<file path="src/rtl/cpu_pkg.sv">
// Shared CPU types and constants for the front-end interrupt path.
// Holds int_state_t, bus width and the vector/reset fetch addresses.
package cpu_pkg;

  localparam int DATA_W = 8;

  localparam logic [7:0] INT_VEC_ADDR   = 8'h01;
  localparam logic [7:0] RESET_VEC_ADDR = 8'h00;

  typedef enum logic [1:0] {
    IDLE = 2'd0,
    PEND = 2'd1,
    TAKE = 2'd2,
    SERV = 2'd3
  } int_state_t;

endpackage

</file>
<file path="src/rtl/int_edge_detect.sv">
// Conditions int_sig: optional 2-flop sync (INT_SYNC_EN), then a
// MIN_PULSE high-time qualifier. Ports: clk, rstn, sig_i, edge_o.
module int_edge_detect #(
  parameter int MIN_PULSE = 1
) (
  input  logic clk,
  input  logic rstn,
  input  logic sig_i,
  output logic edge_o
);

  localparam logic [2:0] MP = 3'(MIN_PULSE);

  logic       sig_s;
  logic [2:0] cnt;

`ifdef INT_SYNC_EN
  logic [1:0] sync_q;

  always_ff @(posedge clk or negedge rstn) begin
    if (!rstn) sync_q <= '0;
    else       sync_q <= {sync_q[0], sig_i};
  end

  assign sig_s = sync_q[1];
`else
  assign sig_s = sig_i;
`endif

  // cnt saturates at MP, so a held level fires once;
  // only a low sample re-arms the detector.
  always_ff @(posedge clk or negedge rstn) begin
    if (!rstn) begin
      cnt    <= '0;
      edge_o <= 1'b0;
    end else if (!sig_s) begin
      cnt    <= '0;
      edge_o <= 1'b0;
    end else if (cnt != MP) begin
      cnt    <= cnt + 3'd1;
      edge_o <= (cnt == MP - 3'd1);
    end else begin
      edge_o <= 1'b0;
    end
  end

endmodule

</file>
<file path="src/rtl/int_ctrl.sv">
// Interrupt controller ahead of fetch: latches one request, injects it
// at a stall/flush-free boundary, masks until RTI. Macro: INT_SYNC_EN.
// Ports: clk, rstn, int_sig, stall_i, flush_i, pc_i, rti_i in;
// irq_take_o, irq_flush_o, vec_addr_o, ret_pc_o, int_active_o,
// pending_o out.
module int_ctrl #(
  parameter int                DATA_W    = cpu_pkg::DATA_W,
  parameter logic [DATA_W-1:0] VEC_ADDR  =
    DATA_W'(cpu_pkg::INT_VEC_ADDR),
  parameter int                MIN_PULSE = 1
) (
  input  logic              clk,
  input  logic              rstn,
  input  logic              int_sig,
  input  logic              stall_i,
  input  logic              flush_i,
  input  logic [DATA_W-1:0] pc_i,
  input  logic              rti_i,
  output logic              irq_take_o,
  output logic              irq_flush_o,
  output logic [DATA_W-1:0] vec_addr_o,
  output logic [DATA_W-1:0] ret_pc_o,
  output logic              int_active_o,
  output logic              pending_o
);

  import cpu_pkg::*;

  int_state_t state;
  logic       edge_s;

  int_edge_detect #(
    .MIN_PULSE (MIN_PULSE)
  ) u_edge (
    .clk    (clk),
    .rstn   (rstn),
    .sig_i  (int_sig),
    .edge_o (edge_s)
  );

  assign vec_addr_o = VEC_ADDR;

  // ret_pc_o is loaded on entry to TAKE, so it is valid
  // alongside the take pulse for the stack push.
  always_ff @(posedge clk or negedge rstn) begin
    if (!rstn) begin
      state        <= IDLE;
      irq_take_o   <= 1'b0;
      irq_flush_o  <= 1'b0;
      ret_pc_o     <= '0;
      int_active_o <= 1'b0;
      pending_o    <= 1'b0;
    end else begin
      unique case (state)
        IDLE: begin
          if (edge_s) begin
            state     <= PEND;
            pending_o <= 1'b1;
          end
        end
        PEND: begin
          if (!stall_i && !flush_i) begin
            state       <= TAKE;
            irq_take_o  <= 1'b1;
            irq_flush_o <= 1'b1;
            ret_pc_o    <= pc_i;
            pending_o   <= 1'b0;
          end
        end
        TAKE: begin
          state        <= SERV;
          irq_take_o   <= 1'b0;
          irq_flush_o  <= 1'b0;
          int_active_o <= 1'b1;
        end
        SERV: begin
          // Edges here are masked; one coinciding with RTI is dropped.
          if (rti_i) begin
            state        <= IDLE;
            int_active_o <= 1'b0;
          end
        end
      endcase
    end
  end

endmodule

</file>
<file path="config.mk">
export PLATFORM = sky130hd
export DESIGN_NAME = int_ctrl
export DESIGN_NICKNAME = d
export VERILOG_FILES = /design/src/rtl/cpu_pkg.sv /design/src/rtl/int_edge_detect.sv /design/src/rtl/int_ctrl.sv
export SDC_FILE = /design/constraint.sdc
export NUM_CORES = 1
export LEC_CHECK = 0
export BUFFER_PORTS_ARGS = -buffer_cell sky130_fd_sc_hd__buf_4
export CAP_MARGIN = 25
export CORE_AREA = 4 4 89 49
export DETAILED_ROUTE_END_ITERATION = 6
export DIE_AREA = 0 0 93 53
export PLACE_DENSITY = 0.52
export SETUP_SLACK_MARGIN = 0.3
export SLEW_MARGIN = 20
export SYNTH_ARGS = -nofsm -noshare
export SYNTH_HDL_FRONTEND = slang
export SYNTH_SLANG_ARGS = --single-unit
export TNS_END_PERCENT = 10
</file>
<file path="constraint.sdc">
create_clock -name clk -period 1.59 [get_ports clk]
set_input_delay 0.2385 -clock clk [delete_from_list [all_inputs] [get_ports clk]]
set_output_delay 0.2385 -clock clk [all_outputs]
set_load 0.05 [all_outputs]
</file>
# Word-level counts from Yosys, hierarchy flattened
# Index checks and enable logic that the tools add are counted.
dict set report word_totals {
  regBits 17
  in_bits 14
  out_inout_bits 20
  wordCells 44
}
dict set report op_classes {
  add_sub_neg 1
  eq_ne 8
  mux 15
  n_reduce_logical 13
}
# op n
set ops {}
lappend ops {{case mux 2 bit (4 select lines)} 1}
lappend ops {{two-way mux 1 bit} 6}
lappend ops {{two-way mux 2 bit} 3}
lappend ops {{two-way mux 3 bit} 2}
lappend ops {{case mux 1 bit (2 select lines)} 3}
lappend ops {{AND reduction 2 bit} 3}
lappend ops {{AND reduction 3 bit} 2}
lappend ops {{nonzero test 2 bit} 3}
lappend ops {{equality test 2 bit, second input constant} 2}
lappend ops {{inequality test 2 x 1 -> 1 bit, second input constant} 2}
lappend ops {{inequality test 2 bit, second input constant} 2}
lappend ops {{adder 3 x 1 -> 3 bit, second input constant} 1}
lappend ops {{zero test 3 bit} 1}
lappend ops {{inequality test 3 x 1 -> 1 bit, second input constant} 1}
lappend ops {{equality test 2 x 1 -> 1 bit, second input constant} 1}
lappend ops {{zero test 1 bit} 2}
lappend ops {{zero test 2 bit} 1}
lappend ops {{logical AND 1 bit} 1}

# Longest topological paths before layout
# Gate-level depths: netlist of the first run.
dict set report depth {
  word_depth 4
  mapped_depth 5
  mapped_depth_nobuf 5
}

# By module
# A second synthesis of the first run with hierarchy kept.
dict set report unflattened {
  hier_cells 78
  area_unflattened_um2 939.7
}
# module n_inst cells_per_inst area_each_um2 seq_area_each_um2
set by_module_without_submodules {}
lappend by_module_without_submodules {int_ctrl 1 57 721.9 325.3}
lappend by_module_without_submodules {int_edge_detect 1 21 217.7 100.1}

# Worst setup path before layout of the first run
# No wires, ideal clock.
dict set report synth_path {
  path_type {register to register}
  startpoint {register state[1]}
  endpoint {register ret_pc_o[0]}
  t_arrival_ns 1.348
  required_time_ns 1.465
  setup_slack_ns 0.117
  path_stages_with_launch 5
  n_path_buf 0
  period_less_slack_ns 1.473
  cell_sequence {dfrtp_1 > inv_1 > ha_1 > nor3b_4 > mux2_2}
}
dict set report synth_via {
  elab_chain_len 2
}
# element line
set synth_rtl {}
lappend synth_rtl {{start: declaration} int_ctrl.sv:29} ;# int_state_t state;
lappend synth_rtl {{start signal: assignment} int_ctrl.sv:47} ;# state <= IDLE;
lappend synth_rtl {{start signal: assignment} int_ctrl.sv:57} ;# state <= PEND;
lappend synth_rtl {{start signal: assignment} int_ctrl.sv:63} ;# state <= TAKE;
lappend synth_rtl {{equality test 2 x 1 -> 1 bit} int_ctrl.sv:54} ;# unique case (state)
lappend synth_rtl {{AND reduction 2 bit (no line)} n/a}
lappend synth_rtl {{end signal: assignment} int_ctrl.sv:66} ;# ret_pc_o <= pc_i;
lappend synth_rtl {{end: declaration} int_ctrl.sv:22} ;# output logic [DATA_W-1:0] ret_pc_o,
# Every way passes these cells.
# A chain may end at the register's enable or synchronous reset.

# Worst setup path after layout of the first run
dict set report layout_path {
  startpoint {register state[1]}
  endpoint {register ret_pc_o[6]}
}
# Same word-level chain as after synthesis.

==> results.json, run 1 <==
{
  "rsz0062_at_grt": "true",
  "slew_violations": 0,
  "reg2reg_from": "state[1]$_DFFE_PN0P_",
  "fp.dieW_um": 93,
  "wire_per_inst_um": 12.3,
  "initial_core_util": 0.237,
  "final_nets": 130,
  "yosys_register_bits": 17,
  "drive_gt1_frac": 0.472,
  "gr-total-overflow": 0,
  "max_freq_mhz": 684,
  "vdd_drop_max_mv": 0.545,
  "numCtsBuffers": 3,
  "fin_setup_tns_ns": 0,
  "grt_max_degree": 18,
  "synth_cells": 74,
  "cpLargestDelayFamily": "flip-flops",
  "avgSynthCellArea_um2": 11.8,
  "status": "finished clean",
  "die_area_um2": 4930,
  "min_from": "rti_i",
  "cpMaxStageDelayCell": "dfrtp_1",
  "crit_chain": "inv_2, ha_4, nor3b_4, buf_4, buf_16, mux2_2",
  "drtAntennaViolNets": 0,
  "gp_congestion": 0.689,
  "antenna_found_initial": 0,
  "min_delay_worst_endpoint": "int_active_o$_DFFE_PN0P_",
  "finalHoldViolations": 0,
  "cts_buffer_depth": 2,
  "dpl.hpwl_mm": 1.49,
  "rows": 16,
  "routed_wl_mm": 2.00,
  "num_io_pins": 34,
  "hold-worst-slack_ns": 0.191,
  "hold_path_depth": 2,
  "portBuffers": 25,
  "grt_pass1_vias": 643,
  "cp.required_ns": 1.73,
  "path_clk_slew_ns": 0.07,
  "area_growth_pct": 45.2,
  "crit_buf_inv": 3,
  "drtIter0Drc": 19,
  "grt_pass1_wl_mm": 3.08,
  "vias": 619,
  "clock-root-buffer": "clkbuf_8",
  "cp-start-kind": "flip-flop",
  "clock-skew-final_ns": 0.00726,
  "reg2reg_depth": 6,
  "cts_tree": "yes",
  "netlist-cell-type-count": 19,
  "num_antenna_cells": 0,
  "min_path_type": "input port to flip-flop",
  "first_pass_iters": 2,
  "fin_crit_ns": 1.46,
  "critical-path-max-stage-delay_ns": 0.39,
  "synth_area_um2": 872,
  "synth.yosys.seq_area_share": 0.488,
  "finalSetupViolations": 0,
  "viasPerCell": 3.82,
  "cts_sinks": 17,
  "die_height_um": 53,
  "worstReg2RegEnd": "ret_pc_o[6]$_DFFE_PN0P_",
  "power_leakage_nw": 0.610,
  "core-area_um2": 3680,
  "r2r_setup_slack_ns": 0.13,
  "track_usage": 0.0866,
  "yosys_warnings": 0,
  "insertion_delay_ns": 0.25,
  "min_period_over_period": 0.919,
  "power.density_nw_per_um2": 2130,
  "arrival_ns": 1.60,
  "cts_htree_levels": 1,
  "crit_type": "flip-flop to flip-flop",
  "drcViolationCount": 0,
  "crit_fanout": 4,
  "drv_cap": 0,
  "cp-end-kind": "flip-flop"
}
cell usage after synthesis:
library cell  count  area, um^2
and2_1            1        6.26
xnor2_1           1        8.76
nor2b_1           3        18.8
dfrtp_1          17         425
o21ai_0           1        5.00
conb_1            2        7.51
buf_4             9        67.6
and3_1            1        6.26
nor3b_4           1        18.8
inv_1             8        30.0
o2bb2ai_1         1        8.76
ha_1              7        87.6
a21oi_1           1        5.00
mux2_2            9         101
mux2i_1           3        30.0
o22ai_1           2        12.5
nor2_1            5        18.8
o21ai_1           1        5.00
o221ai_1          1        8.76
cell usage in the layout, fill, tap and decap left out, drive strengths merged:
cell / Yosys / routed
a21oi: 1 / 1
mux2: 9 / 9
o21ai: 2 / 2
conb: 2 / 8
xnor2: 1 / 1
clkbuf: 0 / 4
o221ai: 1 / 1
ha: 7 / 7
and2: 1 / 1
o2bb2ai: 1 / 1
mux2i: 3 / 3
dfrtp: 17 / 17
o22ai: 2 / 2
inv: 8 / 8
buf: 9 / 32
and3: 1 / 1
nor3b: 1 / 1
nor2: 5 / 5
nor2b: 3 / 3
dlygate4sd3: 0 / 1
flip-flops by register name, indices dropped and copies added, names as in the netlist:
register / flops
u_edge.edge_o: 1
irq_flush_o: 1
pending_o: 1
u_edge.cnt: 3
state: 2
int_active_o: 1
ret_pc_o: 8
worst max path at each step:
| stage | to | start | slack, ns | depth (start not counted) |
|---|---|---|---|---|
| after floorplan | ret_pc_o[0]$_DFFE_PN0P_ | state[1]$_DFFE_PN0P_ | 0.12 | 4 |
| after global placement | state[1]$_DFFE_PN0P_ | state[0]$_DFFE_PN0P_ | 0.11 | 5 |
| after detailed placement | ret_pc_o[4]$_DFFE_PN0P_ | state[1]$_DFFE_PN0P_ | 0.07 | 5 |
| after CTS | ret_pc_o[6]$_DFFE_PN0P_ | state[1]$_DFFE_PN0P_ | 0.13 | 6 |
| after global routing | ret_pc_o[0]$_DFFE_PN0P_ | state[1]$_DFFE_PN0P_ | 0.07 | 6 |
| final | ret_pc_o[6]$_DFFE_PN0P_ | state[1]$_DFFE_PN0P_ | 0.13 | 6 |
layout make-up:
type	instances	area (um^2)
Sequential cell	17	425
Multi-Input combinational cell	46	415
Timing Repair Buffer	33	283
Fill cell	372	2420
Inverter	8	30.0
Tap cell	54	67.6
Clock buffer	4	45.0
worst reg2reg max path: stages (launching register included):
cell     delay (ns)
dfrtp_1        0.39
inv_2          0.09
ha_4           0.13
nor3b_4        0.18
buf_4          0.16
buf_16         0.10
mux2_2         0.32
power by group:
| part | internal (mW) | switching, mW | leakage, nW |
|---|---|---|---|
| Sequential | 0.631 | 0.156 | 0.204 |
| Clock | 0.178 | 0.145 | 0.0228 |
| Combinational | 0.653 | 0.933 | 0.383 |
| Total | 1.46 | 1.23 | 0.610 |
stage by stage:
step | cell area, um^2 | total power [mW] | cells | utilization | setup slack, ns
2_1_floorplan | 895 | 1.79 | 80 | - | 0.117
3_3_place_gp | 1100 | 2.14 | 151 | 0.299 | 0.111
3_5_place_dp | 1100 | 2.18 | 151 | 0.299 | 0.0728
4_1_cts | 1250 | 2.68 | 161 | 0.341 | 0.134
5_1_grt | 1270 | 2.85 | 162 | 0.344 | 0.0700
6_report | 1270 | 2.70 | 162 | 0.344 | 0.128
cell families after synthesis:
| group | Yosys count | synth area share |
|---|---|---|
| other | 2 | 0.00861 |
| flip-flops | 17 | 0.488 |
| multiplexers | 12 | 0.151 |
| adder cells (fa/ha/maj) | 7 | 0.100 |
| AND/OR/NAND/NOR | 11 | 0.0789 |
| XOR/XNOR | 1 | 0.0100 |
| buffers and inverters | 17 | 0.112 |
| AO/OA/AOI/OAI | 7 | 0.0516 |
layer usage:
layer  track usage  up-vias  share of wire
met1         0.103      300           0.46
met4        0.0243        0         0.0050
met3        0.0412        2          0.069
met5             0        -              0
met2         0.141       23           0.46
li1              -      294              -
repair_timing:
item                                    4_1_cts  5_1_grt
hold buffers                                  1        0
pin swaps                                     1        0
endpoints found under the hold margin        17        0
gates cloned                                  1        0
endpoints found under the setup margin       12       13
buffers inserted                              4        1
gates resized for setup                      12        1
Power figures use the tool's default switching activity.
==> run 2: changes to the inputs <==
--- a/config.mk
+++ b/config.mk
@@ -7,10 +7,12 @@
 export LEC_CHECK = 0
 export BUFFER_PORTS_ARGS = -buffer_cell sky130_fd_sc_hd__buf_4
 export CAP_MARGIN = 25
-export CORE_AREA = 4 4 89 49
+export CELL_PAD_IN_SITES_DETAIL_PLACEMENT = 0
+export CELL_PAD_IN_SITES_GLOBAL_PLACEMENT = 1
+export CORE_AREA = 2 2 87 47
 export DETAILED_ROUTE_END_ITERATION = 6
-export DIE_AREA = 0 0 93 53
-export PLACE_DENSITY = 0.52
+export DIE_AREA = 0 0 89 49
+export PLACE_DENSITY = 0.64
 export SETUP_SLACK_MARGIN = 0.3
 export SLEW_MARGIN = 20
 export SYNTH_ARGS = -nofsm -noshare
==> results.json, run 2 (same netlist as run 1, synthesis figures left out) <==
{
  "status": "finished clean",
  "path_clk_slew_ns": 0.07,
  "min_period_over_period": 0.920,
  "insertion_delay_ns": 0.25,
  "critical-path-max-stage-delay_ns": 0.43,
  "reg2reg_depth": 5,
  "wire_per_inst_um": 11.3,
  "routed_wl_mm": 1.85,
  "cp-end-kind": "flip-flop",
  "min_from": "rti_i",
  "crit_buf_inv": 2,
  "arrival_ns": 1.59,
  "power_leakage_nw": 0.615,
  "min_path_type": "input port to flip-flop",
  "first_pass_iters": 4,
  "drive_gt1_frac": 0.468,
  "drcViolationCount": 0,
  "final_cell_mix": "buf_4 (30), dfrtp_1 (17), conb_1 (8)",
  "multiInputGateArea_um2": 412,
  "cp.required_ns": 1.72,
  "num_antenna_cells": 0,
  "worstSetupStartpoint": "state[0]$_DFFE_PN0P_",
  "rows": 16,
  "regArea_um2": 425,
  "max_freq_mhz": 684,
  "cts_tree": "yes",
  "crit_type": "flip-flop to flip-flop",
  "core-area_um2": 3680,
  "clock-skew-final_ns": 0.00441,
  "gr-total-overflow": 0,
  "top_regs": "ret_pc_o x8, u_edge.cnt x3, state x2",
  "cts_buffer_depth": 2,
  "clock-root-buffer": "clkbuf_8",
  "power.density_nw_per_um2": 2130,
  "dpl.hpwl_mm": 1.31,
  "layout_commonest_cell": "buf_4",
  "crit_fanout": 5,
  "dp.cells": 152,
  "grt_max_degree": 18,
  "slew_violations": 0,
  "initial_core_util": 0.237,
  "n_fill_cell": 380,
  "drv_cap": 0,
  "utilization": 0.346,
  "num_io_pins": 34,
  "cpMaxStageDelayCell": "dfrtp_1",
  "finalSetupViolations": 0,
  "r2r_setup_slack_ns": 0.13,
  "final_nets": 131,
  "die_height_um": 49,
  "area_growth_pct": 46.1,
  "cp-start-kind": "flip-flop",
  "grt_pass1_vias": 653,
  "drtIter0Drc": 32,
  "fp.dieW_um": 89,
  "cts_sinks": 17,
  "rsz0062_at_grt": "true",
  "grt_pass1_wl_mm": 3.26,
  "reg2reg_from": "state[0]$_DFFE_PN0P_",
  "largest_reg_flops": 8,
  "drtAntennaViolNets": 0,
  "final_cells": 163,
  "numCtsBuffers": 3,
  "die_area_um2": 4360,
  "hold_path_depth": 2,
  "fin_crit_ns": 1.46,
  "finalHoldViolations": 0,
  "crit_chain": "ha_4, nor3b_4, buf_4, buf_12, mux2_4",
  "gp_congestion": 0.775,
  "viasPerCell": 3.74,
  "track_usage": 0.0979,
  "min_delay_worst_endpoint": "int_active_o$_DFFE_PN0P_",
  "antenna_found_initial": 0,
  "worstReg2RegEnd": "ret_pc_o[2]$_DFFE_PN0P_",
  "fin_setup_tns_ns": 0,
  "cpLargestDelayFamily": "flip-flops",
  "vdd_drop_max_mv": 1.05,
  "vias": 610,
  "fin_total_pwr_mw": 2.71,
  "portBuffers": 25,
  "top_register": "ret_pc_o",
  "cts_htree_levels": 1
}
[run 2: cell types whose count changed in the layout (fill, tap and decap cells not counted), sizes merged]
| cell | before | now |
|---|---|---|
| buf | 32 | 33 |
[run 2: power by group]
group / switching, mW / internal [mW]
registers: 0.157 / 0.632
clock network: 0.140 / 0.178
logic: 0.938 / 0.669
total: 1.23 / 1.48
[run 2: layout make-up]
cell class	count	share of cell area
clock buffers	4	0.0354
inverters	8	0.0236
multi-input cells	46	0.323
flip-flops and latches	17	0.334
well taps	54	0.0530
repair buffers	34	0.231
[run 2: worst max-delay path by stage]
stage / endpoint / slack [ns] / cells after the start
after floorplan: ret_pc_o[0]$_DFFE_PN0P_ / 0.12 / 4
after global placement: ret_pc_o[6]$_DFFE_PN0P_ / 0.11 / 5
after detailed placement: ret_pc_o[4]$_DFFE_PN0P_ / 0.08 / 5
after CTS: ret_pc_o[2]$_DFFE_PN0P_ / 0.13 / 6
after global routing: ret_pc_o[2]$_DFFE_PN0P_ / 0.07 / 6
final: ret_pc_o[2]$_DFFE_PN0P_ / 0.13 / 5
[run 2: layer usage]
| metal | share of wire | track usage |
|---|---|---|
| met3 | 0.090 | 0.0558 |
| met4 | 0 | 0.0149 |
| met2 | 0.40 | 0.134 |
| met5 | 0 | 0 |
| met1 | 0.51 | 0.136 |
[run 2: what timing repair did]
action / CTS / global route
hold buffers: 1 / 0
setup endpoints to repair: 11 / 13
setup buffers: 4 / 1
gates resized for setup: 11 / 2
gates cloned: 1 / 0
pin swaps: 0 / 1
hold endpoints to repair: 17 / 0
[run 2: per-stage QoR]
step | cell area, um^2 | hold WS, ns | setup slack [ns]
4_1_cts | 1260 | 0.193 | 0.128
2_1_floorplan | 895 | -0.0571 | 0.117
3_5_place_dp | 1110 | 0.117 | 0.0776
3_3_place_gp | 1110 | 0.113 | 0.111
5_1_grt | 1270 | 0.192 | 0.0691
6_report | 1270 | 0.198 | 0.127
